$ cat config.mk
export PLATFORM = sky130hd
export DESIGN_NAME = load_store_unit_flat
export DESIGN_NICKNAME = d
export VERILOG_FILES = /design/src/rtl/load_store_unit_if.sv /design/src/rtl/load_store_unit.sv /design/src/flat_wrapper.sv
export SDC_FILE = /design/constraint.sdc
export NUM_CORES = 1
export LEC_CHECK = 0
export BUFFER_PORTS_ARGS = -buffer_cell sky130_fd_sc_hd__buf_4
export CAP_MARGIN = 20
export CORE_MARGIN = 2
export CORE_UTILIZATION = 53
export DETAILED_ROUTE_END_ITERATION = 10
export PLACE_DENSITY_LB_ADDON = 0.08
export SYNTH_ARGS = -nofsm -noshare
export SYNTH_HDL_FRONTEND = slang
export SYNTH_SLANG_ARGS = --single-unit
$ cat constraint.sdc
create_clock -name clk -period 2.45 [get_ports clk]
set_input_delay 0.49 -clock clk [delete_from_list [all_inputs] [get_ports clk]]
set_output_delay 0.49 -clock clk [all_outputs]
set_load 0.02 [all_outputs]
$ cat src/rtl/load_store_unit_if.sv
// Request/response handshake and 8-byte memory bus of the MEM-stage load/store unit.
// slave = unit side, master = pipeline + memory side.
interface load_store_unit_if;
    logic        req_valid;
    logic        req_ready;
    logic        req_store;
    logic [2:0]  req_funct3;
    logic [63:0] req_addr;
    logic [63:0] req_wdata;
    logic [4:0]  req_rd;
    logic        resp_valid;
    logic [63:0] resp_rdata;
    logic [4:0]  resp_rd;
    logic        resp_err;
    logic [63:0] memAddr;
    logic [63:0] writeData;
    logic        memWrite;
    logic        memRead;
    logic [63:0] readData;

    modport slave (
        input  req_valid, req_store, req_funct3, req_addr, req_wdata, req_rd, readData,
        output req_ready, resp_valid, resp_rdata, resp_rd, resp_err,
               memAddr, writeData, memWrite, memRead
    );

    modport master (
        output req_valid, req_store, req_funct3, req_addr, req_wdata, req_rd, readData,
        input  req_ready, resp_valid, resp_rdata, resp_rd, resp_err,
               memAddr, writeData, memWrite, memRead
    );
endinterface

$ cat src/rtl/load_store_unit.sv
// RV64I load/store unit: maps sized loads/stores onto a fixed 8-byte memory port,
// with read-modify-write for sub-doubleword stores and sign/zero extension for loads.
module load_store_unit #(
    parameter int MEM_BYTES    = 64,
    parameter bit STRICT_ALIGN = 1
) (
    input  logic               clk,
    input  logic               rst_n,
    load_store_unit_if.slave   bus
);
    typedef enum logic [2:0] {IDLE, LOAD, RMW_RD, RMW_WR, SD_WR} state_t;

    state_t      state, state_nxt;
    logic [63:0] addr_q, wdata_q, merge_q;
    logic [2:0]  f3_q;
    logic [4:0]  rd_q;
    logic        accept, range_err, align_err, f3_err, req_err;
    logic [64:0] end_addr;
    logic [63:0] load_ext, merge;

    assign accept    = bus.req_valid && bus.req_ready;
    // 65-bit sum so addresses near 2^64 cannot wrap back into range
    assign end_addr  = {1'b0, bus.req_addr} + 65'd7;
    assign range_err = end_addr > 65'(MEM_BYTES - 1);
    assign f3_err    = bus.req_store ? bus.req_funct3[2] : (bus.req_funct3 == 3'b111);
    assign req_err   = range_err || align_err || f3_err;

    always_comb begin
        align_err = 1'b0;
        case (bus.req_funct3[1:0])
            2'd1:    align_err = bus.req_addr[0];
            2'd2:    align_err = |bus.req_addr[1:0];
            2'd3:    align_err = |bus.req_addr[2:0];
            default: align_err = 1'b0;
        endcase
        if (!STRICT_ALIGN) align_err = 1'b0;
    end

    always_comb begin
        state_nxt = state;
        case (state)
            IDLE: if (accept && !req_err)
                      state_nxt = !bus.req_store ? LOAD :
                                  (bus.req_funct3[1:0] == 2'b11) ? SD_WR : RMW_RD;
            RMW_RD:  state_nxt = RMW_WR;
            default: state_nxt = IDLE;
        endcase
    end

    // Memory strobes decode purely from state, so async reset kills a write instantly
    always_comb begin
        bus.req_ready = rst_n && (state == IDLE);
        bus.memRead   = (state == LOAD) || (state == RMW_RD);
        bus.memWrite  = (state == RMW_WR) || (state == SD_WR);
        bus.memAddr   = (bus.memRead || bus.memWrite) ? addr_q : 64'd0;
        bus.writeData = (state == SD_WR)  ? wdata_q :
                        (state == RMW_WR) ? merge_q : 64'd0;
    end

    always_comb begin
        load_ext = 64'd0;
        case (f3_q)
            3'b000:  load_ext = {{56{bus.readData[7]}},  bus.readData[7:0]};
            3'b001:  load_ext = {{48{bus.readData[15]}}, bus.readData[15:0]};
            3'b010:  load_ext = {{32{bus.readData[31]}}, bus.readData[31:0]};
            3'b011:  load_ext = bus.readData;
            3'b100:  load_ext = {56'd0, bus.readData[7:0]};
            3'b101:  load_ext = {48'd0, bus.readData[15:0]};
            3'b110:  load_ext = {32'd0, bus.readData[31:0]};
            default: load_ext = 64'd0;
        endcase
    end

    always_comb begin
        merge = bus.readData;
        case (f3_q[1:0])
            2'd0:    merge = {bus.readData[63:8],  wdata_q[7:0]};
            2'd1:    merge = {bus.readData[63:16], wdata_q[15:0]};
            2'd2:    merge = {bus.readData[63:32], wdata_q[31:0]};
            default: merge = bus.readData;
        endcase
    end

    always_ff @(posedge clk or negedge rst_n) begin
        if (!rst_n) state <= IDLE;
        else        state <= state_nxt;
    end

    always_ff @(posedge clk or negedge rst_n) begin
        if (!rst_n) begin
            addr_q  <= 64'd0;
            wdata_q <= 64'd0;
            merge_q <= 64'd0;
            f3_q    <= 3'd0;
            rd_q    <= 5'd0;
        end else begin
            if (accept) begin
                addr_q  <= bus.req_addr;
                wdata_q <= bus.req_wdata;
                f3_q    <= bus.req_funct3;
                rd_q    <= bus.req_rd;
            end
            if (state == RMW_RD) merge_q <= merge;
        end
    end

    always_ff @(posedge clk or negedge rst_n) begin
        if (!rst_n) begin
            bus.resp_valid <= 1'b0;
            bus.resp_rdata <= 64'd0;
            bus.resp_rd    <= 5'd0;
            bus.resp_err   <= 1'b0;
        end else begin
            bus.resp_valid <= 1'b0;
            if (accept && req_err) begin
                bus.resp_valid <= 1'b1;
                bus.resp_err   <= 1'b1;
                bus.resp_rdata <= 64'd0;
                bus.resp_rd    <= bus.req_rd;
            end
            case (state)
                LOAD: begin
                    bus.resp_valid <= 1'b1;
                    bus.resp_err   <= 1'b0;
                    bus.resp_rdata <= load_ext;
                    bus.resp_rd    <= rd_q;
                end
                SD_WR, RMW_WR: begin
                    bus.resp_valid <= 1'b1;
                    bus.resp_err   <= 1'b0;
                    bus.resp_rdata <= 64'd0;
                    bus.resp_rd    <= rd_q;
                end
                default: ;
            endcase
        end
    end
endmodule
$ cat src/flat_wrapper.sv
// flat-port wrapper written by rule: the top's interface ports become plain ports
module load_store_unit_flat 
#(
    parameter int MEM_BYTES    = 64,
    parameter bit STRICT_ALIGN = 1
)
  (clk, rst_n, bus_req_valid, bus_req_store, bus_req_funct3, bus_req_addr, bus_req_wdata, bus_req_rd, bus_readData, bus_req_ready, bus_resp_valid, bus_resp_rdata, bus_resp_rd, bus_resp_err, bus_memAddr, bus_writeData, bus_memWrite, bus_memRead);
  load_store_unit_if bus_i ();
  input  logic clk;
  input  logic rst_n;
  input wire logic [$bits(bus_i.req_valid)-1:0] bus_req_valid;
  input wire logic [$bits(bus_i.req_store)-1:0] bus_req_store;
  input wire logic [$bits(bus_i.req_funct3)-1:0] bus_req_funct3;
  input wire logic [$bits(bus_i.req_addr)-1:0] bus_req_addr;
  input wire logic [$bits(bus_i.req_wdata)-1:0] bus_req_wdata;
  input wire logic [$bits(bus_i.req_rd)-1:0] bus_req_rd;
  input wire logic [$bits(bus_i.readData)-1:0] bus_readData;
  output wire logic [$bits(bus_i.req_ready)-1:0] bus_req_ready;
  output wire logic [$bits(bus_i.resp_valid)-1:0] bus_resp_valid;
  output wire logic [$bits(bus_i.resp_rdata)-1:0] bus_resp_rdata;
  output wire logic [$bits(bus_i.resp_rd)-1:0] bus_resp_rd;
  output wire logic [$bits(bus_i.resp_err)-1:0] bus_resp_err;
  output wire logic [$bits(bus_i.memAddr)-1:0] bus_memAddr;
  output wire logic [$bits(bus_i.writeData)-1:0] bus_writeData;
  output wire logic [$bits(bus_i.memWrite)-1:0] bus_memWrite;
  output wire logic [$bits(bus_i.memRead)-1:0] bus_memRead;
  assign bus_i.req_valid = bus_req_valid;
  assign bus_i.req_store = bus_req_store;
  assign bus_i.req_funct3 = bus_req_funct3;
  assign bus_i.req_addr = bus_req_addr;
  assign bus_i.req_wdata = bus_req_wdata;
  assign bus_i.req_rd = bus_req_rd;
  assign bus_i.readData = bus_readData;
  assign bus_req_ready = bus_i.req_ready;
  assign bus_resp_valid = bus_i.resp_valid;
  assign bus_resp_rdata = bus_i.resp_rdata;
  assign bus_resp_rd = bus_i.resp_rd;
  assign bus_resp_err = bus_i.resp_err;
  assign bus_memAddr = bus_i.memAddr;
  assign bus_writeData = bus_i.writeData;
  assign bus_memWrite = bus_i.memWrite;
  assign bus_memRead = bus_i.memRead;
  load_store_unit #(.MEM_BYTES(MEM_BYTES), .STRICT_ALIGN(STRICT_ALIGN)) u_core (.clk(clk), .rst_n(rst_n), .bus(bus_i));
endmodule
# After elaboration in Yosys (flattened, before gate mapping)

Cells that the tools add are included.

Bits in registers: 274
Bits of input ports: 204
Output and inout port bits: 202

Add/sub/neg operators: 1
$lt $le $gt $ge: 1
Equality and inequality tests: 17
Multiplexer cells: 19
Reductions and logical operators: 19

Operators by type and width:

| operator                                                        | count |
|---|---|
| one-hot mux 64 bit (7 select lines)                             | 1 |
| 2-to-1 mux 64 bit                                               | 4 |
| one-hot mux 64 bit (2 select lines)                             | 1 |
| one-hot mux 32 bit (3 select lines)                             | 1 |
| adder 64 x 3 -> 65 bit (second input constant)                  | 1 |
| greater-than comparator 65 x 6 -> 1 bit (second input constant) | 1 |
| equality test 3 bit (second input constant)                     | 5 |
| equality test 3 x 2 -> 1 bit (second input constant)            | 4 |
| 2-to-1 mux 5 bit                                                | 2 |
| 2-to-1 mux 3 bit                                                | 3 |
| equality test 2 bit (second input constant)                     | 3 |
| equality test 3 x 1 -> 1 bit (second input constant)            | 2 |
| logical NOT 3 bit                                               | 2 |
| one-hot mux 3 bit (2 select lines)                              | 1 |
| OR reduction 3 bit                                              | 2 |
| logical OR 1 bit                                                | 5 |
| 2-to-1 mux 1 bit                                                | 5 |
| equality test 2 x 1 -> 1 bit (second input constant)            | 2 |
| logical AND 1 bit                                               | 4 |
| OR reduction 2 bit                                              | 2 |
| one-hot mux 1 bit (3 select lines)                              | 1 |
| nonzero test 3 bit                                              | 1 |
| logical NOT 2 bit                                               | 1 |
| != test 2 x 1 -> 1 bit (second input constant)                  | 1 |
| other kinds (2)                                                 | 2 |

# Logic depth before layout (Yosys ltp)

Depth after elaboration: 8
Depth in mapped cells: 15

# Worst setup path after synthesis

No wires, ideal clock.

Path kind: input -> register
From: input bus_req_addr[19]
To: register u_core.bus.resp_rdata[32]
Setup time: 0.087 ns
Data arrival time: 3.065 ns
Path slack: -0.702 ns
Stages on the path: 13
Path buffers: 4
Cell sequence: clkbuf_1 > inv_1 > or4_4 > nor4_4 > nand2_2 > o32a_1 > nor4_2 > and3b_1 > buf_4 > a21oi_2 > buf_6 > buf_6 > o22ai_2

Word-level cells in the longest chain between the ends: 6

Ends and longest elaborated chain:

| element                                 | line                     | source |
|---|---|---|
| start: declaration                      | flat_wrapper.sv:14       | `input wire logic [$bits(bus_i.req_addr)-1:0] bus_req_addr;` |
| adder 64 x 3 -> 65 bit                  | load_store_unit.sv:23    | `assign end_addr = {1'b0, bus.req_addr} + 65'd7;` |
| greater-than comparator 65 x 6 -> 1 bit | load_store_unit.sv:24    | `assign range_err = end_addr > 65'(MEM_BYTES - 1);` |
| logical OR 1 bit (2 in series)          | load_store_unit.sv:26    | `assign req_err = range_err \|\| align_err \|\| f3_err;` |
| logical AND 1 bit                       | load_store_unit.sv:115   | `if (accept && req_err) begin` |
| nonzero test 3 bit (no source line)     | --                       |  |
| end signal: assignment                  | load_store_unit.sv:125   | `bus.resp_rdata <= load_ext;` |
| end: declaration                        | load_store_unit_if.sv:23 | `output req_ready, resp_valid, resp_rdata, resp_rd, resp_err,` |

Every way passes these cells.
A chain may end at the register's enable or synchronous reset.

# Worst setup path in the final report

From: input bus_req_addr[11]
To: register u_core.bus.resp_err

Word-level cells in the longest chain between the ends: 6

Ends and longest elaborated chain:

| element                                 | line                     | source |
|---|---|---|
| adder 64 x 3 -> 65 bit                  | load_store_unit.sv:23    |  |
| greater-than comparator 65 x 6 -> 1 bit | load_store_unit.sv:24    |  |
| logical OR 1 bit (2 in series)          | load_store_unit.sv:26    |  |
| logical AND 1 bit                       | load_store_unit.sv:115   |  |
| nonzero test 2 bit (no source line)     | --                       |  |
| end signal: assignment                  | load_store_unit.sv:112   | `bus.resp_err <= 1'b0;` |
| end signal: assignment                  | load_store_unit.sv:117   | `bus.resp_err <= 1'b1;` |
| end signal: assignment                  | load_store_unit.sv:124   | `bus.resp_err <= 1'b0;` |
| end: declaration                        | load_store_unit_if.sv:23 |  |

Every way passes these cells.

==> impl_metrics.csv <==
group,metric,value,unit
status,status,"complete, but fails checks",
status,failed_checks,"negative setup slack",
cells_and_area,fillers,1461,
synthesis,synthFlopType,"dfrtp_1",
global_routing,grt_pass1_wl,85200,um
setup_path,critPathKind,"in2reg",
power_and_ir_drop,seq_power_share,44.0,%
power_and_ir_drop,p_per_area,520,nW/um^2
floorplan,die_w,167,um
synthesis,syn-num-nets,1766,
setup_path,cp_max_fo,8,
setup_path,cp_common_cell,"nor4_4",
synthesis,synthesis.instances,1560,
setup_path,end_kind,"flip-flop",
cells_and_area,fin_util,84.5,%
clock_network,htree_levels,1,
route,via_per_inst,6.17,
synthesis,synth_most_common_cell,"nand2_1",
route,drt-initial-drc-count,1929,
synthesis,synth_edf_count,0,
setup_path,critPathMaxStageDelay,0.55,ns
cells_and_area,area_growth,56.6,%
power_and_ir_drop,p_sw,3220,uW
hold_path,hold_path_class,"in2async",
floorplan,fp.coreArea,26100,sq um
run,cap_violations,0,
floorplan,dieArea,27800,sq um
synthesis,yosysWarnings,0,
synthesis,synth-seq-cells,274,
global_routing,grt_overflow,0,
synthesis,synth_top_cells_by_count,"nand2_1, dfrtp_1, a21oi_1",
route,num_vias,15400,
placement,dpl_cell_area,18600,sq um
route,drc,0,
power_and_ir_drop,p_leak,0.0108,uW
power_and_ir_drop,p_clk_share,40.5,%
synthesis,synth_top_area_share,48.8,%
sta,grt_setup_unrepaired,"true",
sta,worstMarginPinSlew,0.898,ns
clock_network,clkTransAtPathRegs,0.07,ns
placement,routabilityCongestion,0.914,
cells_and_area,layout-drive-gt1-share,43.1,%
floorplan,core.rowCount,59,
synthesis,synth.avg_cell_area,9.01,sq um
sta,finalClockSkew,0.0206,ns
clock_network,root_buffer,"clkbuf_16",
setup_path,worstPathArrival,3.17,ns
power_and_ir_drop,internal_power,8240,uW
setup_path,ff2ff_path_depth,10,
clock_network,clock_sinks,274,
sta,period_needed,2.71,ns
synthesis,async_reset_ff_share,100,%
route,routedWlPerCell,23.2,um
synthesis,syn-cell-area,14100,sq um
global_routing,track_usage,38.8,%
power_and_ir_drop,switching_share,28.1,%
global_routing,grt_max_degree,159,
route,routed_wl,57900,um
cells_and_area,final_area,22000,sq um
synthesis,synth_area_leaders,"dfrtp_1, nand2_1, a22o_1, o22ai_2, a21oi_1",
setup_path,cp_slowest_cell,"or4_4",
synthesis,synth.distinct_cells,68,
route,first_pass_iters,5,
sta,setup_ws,-0.255,ns
sta,setup_viol_count_final,202,
sta,max_freq,370,MHz
power_and_ir_drop,comb_power_share,15.5,%
global_routing,grt_pass1_vias,15200,
placement,io_buffer_count,405,
synthesis,synth_seq_area_share,48.8,%
clock_network,cts_made_buffers,29,
global_routing,antenna_found_initial,2,
setup_path,start_kind,"primary input",
sta,slew_headroom,40.1,%
clock_network,cts_buffer_depth,3,
sta,fin_crit_sh,110,%
placement,post-dp-hpwl,33900,um
clock_network,cts_tree,"built",
clock_network,clkLatencyLatePin,0.58,ns
synthesis,yosys.area.top_type,"dfrtp_1",
cells_and_area,finalNetCount,2341,
sta,hold_viol_final,0,
setup_path,path_cells,"buf_8 -> nand4_4 -> or4_4 -> nor4_4 -> buf_4 -> nand2_2 -> o32a_1 -> nor4_4 -> and3b_2 -> a21oi_4 -> buf_12 -> buf_16 -> o21a_1",
floorplan,initial_core_util,53.9,%
route,drtAntennaViolNets,0,
floorplan,io_pins,406,
setup_path,critPathRequiredTime,2.91,ns
power_and_ir_drop,peakVddDrop,0.616,mV
placement,dp_slack,-1.03,ns
sta,slew_viol_final,0,
floorplan,dieHeight,167,um
[flip-flops by register name (all words and copies together) (netlist names)]
name and count:
u_core.f3_q 3, u_core.state 3, u_core.rd_q 5, u_core.bus.resp_rdata 64, u_core.addr_q 64, u_core.wdata_q 64, u_core.merge_q 64, u_core.bus.resp_valid 1
u_core.bus.resp_rd 5, u_core.bus.resp_err 1
[cells by family (layout without fill, tap and decap cells)]
logic type      after synthesis  after routing  share of synthesized area, %
mux                          76             76                          5.71
fa+ha+maj                     2              2                         0.178
xor+xnor                     19             19                          1.18
other cells                   0              2                             0
flops                       274            274                          48.8
buf+inv                     124            718                          3.68
compound gates              307            307                          16.0
simple gates                758            760                          24.5
[cell usage in the layout (no fill, tap or decap), drive strengths merged, types with 7 or more instances in the layout]
cell type	instances
xnor2	11
nor2	56
nor3	22
xor2	8
buf	650
mux2	34
and4	7
o22ai	58
clkinv	11
and3	13
and2	73
o21ai	42
nor4	12
nand4	38
inv	14
mux2i	42
a21o	7
nand2	473
a21oi	96
dfrtp	274
clkbuf	38
nand3	34
a22o	64
[per-stage QoR]
| step | total power [uW] | instances | TNS, ns | hold slack [ns] |
|---|---|---|---|---|
| after global routing | 11800 | 2493 | -41.95 | 0.0903 |
| after global placement | 6620 | 2365 | -64.25 | 0.451 |
| after floorplan | 5810 | 1560 | -36.22 | 0.194 |
| after CTS | 11300 | 2478 | -18.65 | 0.0973 |
| after detailed placement | 6670 | 2365 | -71.53 | 0.454 |
| final | 11500 | 2493 | -28.93 | 0.0918 |
[final cells by class]
class | count | area [sq um] | share of cell area, %
flip-flops and latches | 274 | 6860 | 31.2
inverters | 13 | 48.8 | 0.222
repair buffers | 653 | 6260 | 28.4
clock inverters | 17 | 210 | 0.955
well taps | 335 | 419 | 1.90
multi-input cells | 1164 | 7450 | 33.8
clock buffers | 35 | 768 | 3.49
diodes | 2 | 5.00 | 0.0227
[critical path, delay by kind of cell]
family                 cells  cell delay (ns)
AOI/OAI and AO/OA          3             0.67
buffers and inverters      4             0.54
and+or+nand+nor            6             1.48
[worst paths after layout]
check / endpoint / from / slack (ns)
min in group clk: u_core.wdata_q[34] / bus_req_wdata[34] / 0.09
max reg2reg: u_core.bus.resp_rd[4] / u_core.state[0] / -0.07
min reg2reg: u_core.addr_q[53] / u_core.addr_q[53] / 0.48
max: u_core.bus.resp_err / bus_req_addr[11] / -0.26
max in group asynchronous: u_core.wdata_q[2] / rst_n / 1.10
min: u_core.wdata_q[7] / rst_n / 0.09
[routing by layer]
layer / wire (um) / share of wire [%] / vias to the layer above / global-route usage (%)
met3: 5610 / 9.7 / 268 / 8.22
met2: 27400 / 47 / 1102 / 63.1
met5: 0 / 0 / - / 0
met1: 21200 / 37 / 7438 / 48.8
met4: 3650 / 6.3 / 0 / 20.7
li1: - / - / 6572 / -
[power groups by stage]
stage,Combinational [uW],Clock [uW],Sequential [uW]
after global routing,1920,4810,5070
final,1780,4640,5040
after floorplan,783,0,5030
after detailed placement,1590,0,5070
after global placement,1560,0,5060
after CTS,1670,4600,5010
[repair_timing]
item	4_1_cts	5_1_grt
cloned	23	4
pin swaps	96	77
gates resized for setup	303	70
hold endpoints to repair	0	0
hold buffers	0	0
setup endpoints to repair	203	233
setup buffers	38	14
No activity file was read; power rests on OpenSTA's default activity.
